### src/rtl/product_tc_restore.sv
// Result-side sign restoration for the vector Vedic multiplier: per-lane two's complement
// of the unsigned magnitude product, low/high half select, 2-stage valid/ready pipeline.
module product_tc_restore #(
    parameter int cnt_width = 16
) (
    input  logic                 clk,
    input  logic                 rst_n,
    input  logic                 in_valid,
    output logic                 in_ready,
    input  logic [1:0]           opcode,
    input  logic [1:0]           precision,
    input  logic [3:0]           sign_a,
    input  logic [3:0]           sign_b,
    input  logic [63:0]          product,
    output logic                 out_valid,
    input  logic                 out_ready,
    output logic [31:0]          result,
    output logic [cnt_width-1:0] txn_count
);

    localparam logic [1:0] PREC_16 = 2'b01;
    localparam logic [1:0] PREC_32 = 2'b10;
    localparam logic [1:0] OP_MUL  = 2'b00;

    logic        rst_done;
    logic        s1_valid;
    logic        s2_valid;
    logic        s1_adv;
    logic        s2_adv;
    logic        in_fire;
    logic        out_fire;
    logic [63:0] s1_product;
    logic [1:0]  s1_opcode;
    logic [1:0]  s1_precision;
    logic [3:0]  s1_neg;
    logic [3:0]  in_neg;
    logic [31:0] s2_next;
    logic        take_high;
    logic [15:0] lane_8;
    logic [31:0] lane_16;
    logic [63:0] lane_32;

    assign s2_adv    = !s2_valid | out_ready;
    assign s1_adv    = !s1_valid | s2_adv;
    // rst_done keeps in_ready low until the first edge after reset release
    assign in_ready  = s1_adv & rst_done & rst_n;
    assign in_fire   = in_valid & in_ready;
    assign out_fire  = s2_valid & out_ready;
    assign out_valid = s2_valid;

    // Only the MSB-byte sign of each lane decides its negation in wider precisions
    always_comb begin
        in_neg = 4'b0000;
        case (precision)
            PREC_16: in_neg[1:0] = {sign_a[3] ^ sign_b[3], sign_a[1] ^ sign_b[1]};
            PREC_32: in_neg[0]   = sign_a[3] ^ sign_b[3];
            default: in_neg      = sign_a ^ sign_b;
        endcase
    end

    always_comb begin
        s2_next   = 32'h0;
        take_high = (s1_opcode != OP_MUL);
        lane_8    = 16'h0;
        lane_16   = 32'h0;
        lane_32   = 64'h0;
        case (s1_precision)
            PREC_16: begin
                for (int j = 0; j < 2; j++) begin
                    lane_16 = s1_product[32*j +: 32];
                    if (s1_neg[j]) lane_16 = ~lane_16 + 32'd1;
                    s2_next[16*j +: 16] = take_high ? lane_16[31:16] : lane_16[15:0];
                end
            end
            PREC_32: begin
                lane_32 = s1_product;
                if (s1_neg[0]) lane_32 = ~lane_32 + 64'd1;
                s2_next = take_high ? lane_32[63:32] : lane_32[31:0];
            end
            default: begin
                for (int i = 0; i < 4; i++) begin
                    lane_8 = s1_product[16*i +: 16];
                    if (s1_neg[i]) lane_8 = ~lane_8 + 16'd1;
                    s2_next[8*i +: 8] = take_high ? lane_8[15:8] : lane_8[7:0];
                end
            end
        endcase
    end

    always_ff @(posedge clk or negedge rst_n) begin
        if (!rst_n) begin
            rst_done     <= 1'b0;
            s1_valid     <= 1'b0;
            s1_product   <= 64'h0;
            s1_opcode    <= 2'b00;
            s1_precision <= 2'b00;
            s1_neg       <= 4'b0000;
        end else begin
            rst_done <= 1'b1;
            if (s1_adv) begin
                s1_valid <= in_fire;
                if (in_fire) begin
                    s1_product   <= product;
                    s1_opcode    <= opcode;
                    s1_precision <= precision;
                    s1_neg       <= in_neg;
                end
            end
        end
    end

    always_ff @(posedge clk or negedge rst_n) begin
        if (!rst_n) begin
            s2_valid  <= 1'b0;
            result    <= 32'h0;
            txn_count <= '0;
        end else begin
            if (s2_adv) begin
                s2_valid <= s1_valid;
                if (s1_valid) result <= s2_next;
            end
            if (out_fire) txn_count <= txn_count + cnt_width'(1);
        end
    end

endmodule
### config.mk
export PLATFORM = sky130hd
export DESIGN_NAME = product_tc_restore
export DESIGN_NICKNAME = d
export VERILOG_FILES = /design/src/rtl/product_tc_restore.sv
export SDC_FILE = /design/constraint.sdc
export NUM_CORES = 1
export LEC_CHECK = 0
export ABC_AREA = 1
export CAP_MARGIN = 0
export CORE_UTILIZATION = 50
export CTS_CLUSTER_DIAMETER = 200
export DETAILED_ROUTE_END_ITERATION = 12
export PLACE_DENSITY = 0.8
export SLEW_MARGIN = 20
export SYNTH_ARGS = -nofsm -noshare
export SYNTH_HDL_FRONTEND = slang
export SYNTH_SLANG_ARGS = --single-unit
### constraint.sdc
create_clock -name clk -period 5.4 [get_ports clk]
set_clock_uncertainty 0.15 [all_clocks]
set_input_delay 1.62 -clock clk [delete_from_list [all_inputs] [get_ports clk]]
set_output_delay 1.62 -clock clk [all_outputs]
set_load 0.05 [all_outputs]
==> After elaboration in Yosys (flattened, before gate mapping) <==
Cells that the tools add are included.
{ "classes": {"n_mux": 18, "addsub": 8, "n_reduce_logical": 6, "n_eq_ne": 4, "n_bitwise": 16} }
{ "op_table": {"columns": ["operator", "n"], "rows": [
  ["$mux 16", 6],
  ["$mux 32", 3],
  ["$add 16x1->16 const B", 5],
  ["$add 32x1->32 const B", 2],
  ["$add 64x1->64 const B", 1],
  ["$mux 64", 1],
  ["$not 16->16", 4],
  ["$not 32->32", 2],
  ["$not 64->64", 1],
  ["$pmux 32 s2", 1],
  ["$mux 8", 4],
  ["$and 1x1->1", 4],
  ["$eq 2x1->1 const B", 2],
  ["$eq 2x2->1 const B", 2],
  ["$pmux 1 s2", 2],
  ["$reduce_and 2->1", 2],
  ["$xor 4x4->4", 1],
  ["$logic_not 1->1", 2],
  ["$mux 2", 1],
  ["$or 1x1->1", 2],
  ["$reduce_bool 2->1", 1],
  ["$reduce_or 2->1", 1],
  ["$xor 1x1->1", 2]
]} }
{ "word_totals": {"register_bits": 123, "elab_cells": 61} }

==> Logic depth before layout (Yosys ltp) <==
{ "logic_depth": {"depth_word": 7, "depth_mapped": 16, "depth_no_buf": 15} }

==> Least setup slack after synthesis <==
No wires, ideal clock.
{ "synth_timing": {"path_kind": "in2out", "from": "input out_ready", "to": "output in_ready", "t_required_ps": 3630, "cell_stages": 4, "n_path_buf": 0, "t_arrival_ps": 2119, "path_slack_ps": 1511, "path_cell_list": "inv_1 nand3_1 nand3_1 inv_1"} }
{ "synth_via": {"elab_chain_cells": 4} }
{ "synth_rtl": {"columns": ["element", "line_no", "text"], "rows": [
  ["start, declared", "16", "input logic out_ready,"],
  ["$or 1x1->1", "43", "assign s2_adv = !s2_valid | out_ready;"],
  ["$or 1x1->1", "44", "assign s1_adv = !s1_valid | s2_adv;"],
  ["$and 1x1->1 (2 in series)", "46", "assign in_ready = s1_adv & rst_done & rst_n;"],
  ["end, declared", "9", "output logic in_ready,"]
]} }
Every way passes these cells.

==> Final worst setup path <==
Ends and elaborated chain as after synthesis.

==> flow_summary.json <==
{
  "maxCapViolCount": 0,
  "finalHoldViolCount": 0,
  "worst-r2r-cell-count": 10,
  "cts.clk_slew.worst_paths_ps": 60,
  "cts_sinks": 123,
  "cts-resized-gates": 0,
  "nets": 1779,
  "gp_congestion": 1.03,
  "postSynthCellCount": 1604,
  "netlist.area_leader.share_pct": 30.6,
  "pre_cts_slack_ps": 1040,
  "yosysTopAreaCell": "dfrtp_1",
  "synth_area_leaders": "dfrtp_1 (31%), nand2_1 (19%), nand3_1 (10%), o21ai_0 (7.3%), a21oi_1 (5.0%)",
  "clock_path_buffers": 2,
  "synth-simple-area-share_pct": 40.7,
  "diodes": 0,
  "synth_nets": 1693,
  "worst_ir_drop_vdd_mv": 0.208,
  "fp.dieH_um": 144,
  "grt_pass1_vias": 10300,
  "drive_above_1_share_pct": 8.69,
  "worstPathRequired_ps": 3630,
  "grt_use_met3_pct": 8.26,
  "total_leakage_power_nw": 5.57,
  "finalCriticalPeriod_ps": 4370,
  "cp-startpoint": "out_ready",
  "setup_slack_ps": 1030,
  "outcome": "finished, final reports clean",
  "grt_pass1_wl_um": 57400,
  "core_mm2": 0.0196,
  "postCtsHoldBufs": 0,
  "rrSetupSlack_ps": 2190,
  "antenna_found_initial": 0,
  "die_width_um": 144,
  "initial_core_util_pct": 51.3,
  "final_cells": 1968,
  "globalRoute.totalOverflow": 0,
  "clkLatencyLatePin_ps": 440,
  "relSlewSlack_pct": 26.4,
  "hold_path.class": "flip-flop to flip-flop",
  "cts_tree": "yes",
  "critPathKind": "input pin to primary output",
  "htree_levels": 4,
  "muxShareOfSynthArea_pct": 0,
  "synth_most_common_cell": "nand2_1",
  "drtIter0Drc": 1165,
  "syn2layout_area_growth_pct": 20.6,
  "dp.cells": 1936,
  "yosysWarnings": 0,
  "rsz0062_at_grt": "no",
  "r2r-end": "result[4]",
  "drv_slew": 0,
  "min_from": "txn_count[15]",
  "fp-row-count": 51,
  "met1_usage_pct": 47.5,
  "via_per_inst": 5.79,
  "wl_per_cell_um": 19.0,
  "netlist_area_mm2": 0.0101,
  "min_period_over_period_pct": 80.9,
  "synth_cell_types": 39,
  "synth_edf_count": 0,
  "min_path_cells": 1,
  "ys_seq_elements": 123,
  "max_freq_mhz": 229,
  "cp_max_fo": 2,
  "endpoint_kind": "primary output",
  "grt_use_total_pct": 37.4,
  "avgSynthCellArea_um2": 6.27,
  "cp.arrival_ps": 2600,
  "final_antenna_net_count": 0,
  "synthTopCellsByCount": "nand2_1 (507), nand3_1 (210), o21ai_0 (147), inv_1 (131), dfrtp_1 (123)",
  "io_buffer_count": 129,
  "finish.utilization_pct": 61.9,
  "max_slew.worst_pin.slew_ps": 1100,
  "whs_ps": 317,
  "clock_tree.root_cell": "clkbuf_16",
  "r2r-start": "s1_precision[0]",
  "ys.flop_type": "dfrtp_1",
  "dp_hpwl_um": 27500,
  "met2_usage_pct": 57.5,
  "finalSetupViolations": 0,
  "async_reset_ff_share_pct": 100,
  "holdPathEnd": "txn_count[15]",
  "dieArea_mm2": 0.0207,
  "start_kind": "input pin",
  "drc": 0,
  "synth_compound_gate_area_share_pct": 15.4,
  "grt_busiest_layer": "met2",
  "yosysSeqAreaShare_pct": 30.6,
  "cts-buffers-inserted": 17,
  "post_cts_buffers": 0,
  "firstDrtPassIters": 6,
  "drt_wl_total_um": 37400,
  "synth_fa_ha_area_share_pct": 1.12,
  "powerDensity_mw_per_mm2": 422,
  "synth_top_family_by_area": "simple AND/OR/NAND/NOR gates",
  "grt_max_degree": 77,
  "vias": 11400,
  "synth-xor-area-share_pct": 3.21,
  "setup-tns-final_ps": 0,
  "ios": 130
}
## worst max-delay path by stage
stage	depth (start not counted)	endpoint	slack, ps
floorplan	4	in_ready	1510
global placement	6	in_ready	1050
detailed placement	6	in_ready	1040
CTS	6	in_ready	1030
global route	6	in_ready	960
finish	6	in_ready	1030
## cells by family (layout without fill, tap and decap cells)
logic type,Yosys count,in the layout
AND/OR/NAND/NOR,912,912
AO/OA/AOI/OAI,296,296
buffers and inverters,227,326
flip-flops,123,123
XOR/XNOR,36,36
adder cells (fa/ha/maj),9,9
other,1,1
## sequential cells by signal, indices dropped and copies added (netlist names)
register,cells
out_valid,1
txn_count,16
s1_opcode,2
s1_precision,2
s1_product,64
s1_valid,1
result,32
rst_done,1
s1_neg,4
## through the flow
step | cell area, um2 | total power [W]
2_1_floorplan | 10100 | 0.00297
3_3_place_gp | 11500 | 0.00375
3_5_place_dp | 11500 | 0.00378
4_1_cts | 12100 | 0.00507
5_1_grt | 12100 | 0.00539
6_report | 12100 | 0.00512
## power by group
part | switching (W) | total, W | leakage (nW) | internal [W]
Combinational | 0.00171 | 0.00247 | 3.73 | 0.000755
Clock | 0.000496 | 0.00128 | 0.306 | 0.000786
Sequential | 0.000242 | 0.00137 | 1.54 | 0.00113
Total | 0.00245 | 0.00512 | 5.57 | 0.00267
## routing by layer
| layer | vias to the layer above | part of all wire, % | routed length [um] |
|---|---|---|---|
| met5 | - | 0 | 0 |
| met4 | 0 | 6.3 | 2370 |
| met3 | 129 | 10 | 3850 |
| met2 | 659 | 44 | 16500 |
| met1 | 5200 | 39 | 14700 |
| li1 | 5413 | - | - |
## worst max-delay path, cell delays in order
cell and delay (ps):
clkdlybuf4s50_1 500, inv_1 60, nand3_1 80, nand3_1 80, inv_1 120, buf_12 150
## placed cells by master (no fill, tap or decap), types with 8 or more instances in the layout
cell type,synthesis,layout
nand2_1,507,506
nand3_1,210,210
o21ai_0,147,147
inv_1,131,131
clkdlybuf4s50_1,0,127
dfrtp_1,123,122
a21oi_1,100,100
nor2_1,93,92
nor2_2,26,26
xor2_1,23,23
nor2_4,19,20
nand2_2,18,19
inv_2,18,18
a31oi_1,17,17
clkbuf_16,0,17
nand4_1,15,15
o21ai_1,14,14
buf_4,1,13
xnor2_1,12,12
o211ai_1,10,10
nand3_2,9,9
nor3_1,8,8
ha_1,9,8
## final cells by class
class / count / area, um2
Clock inverter: 14 / 210
Sequential cell: 123 / 3080
Multi-Input combinational cell: 1254 / 6090
Inverter: 152 / 572
Tap cell: 265 / 332
Timing Repair Buffer: 142 / 1410
Clock buffer: 18 / 429
Fill cell: 1919 / 7470
Power figures use the tool's default switching activity.
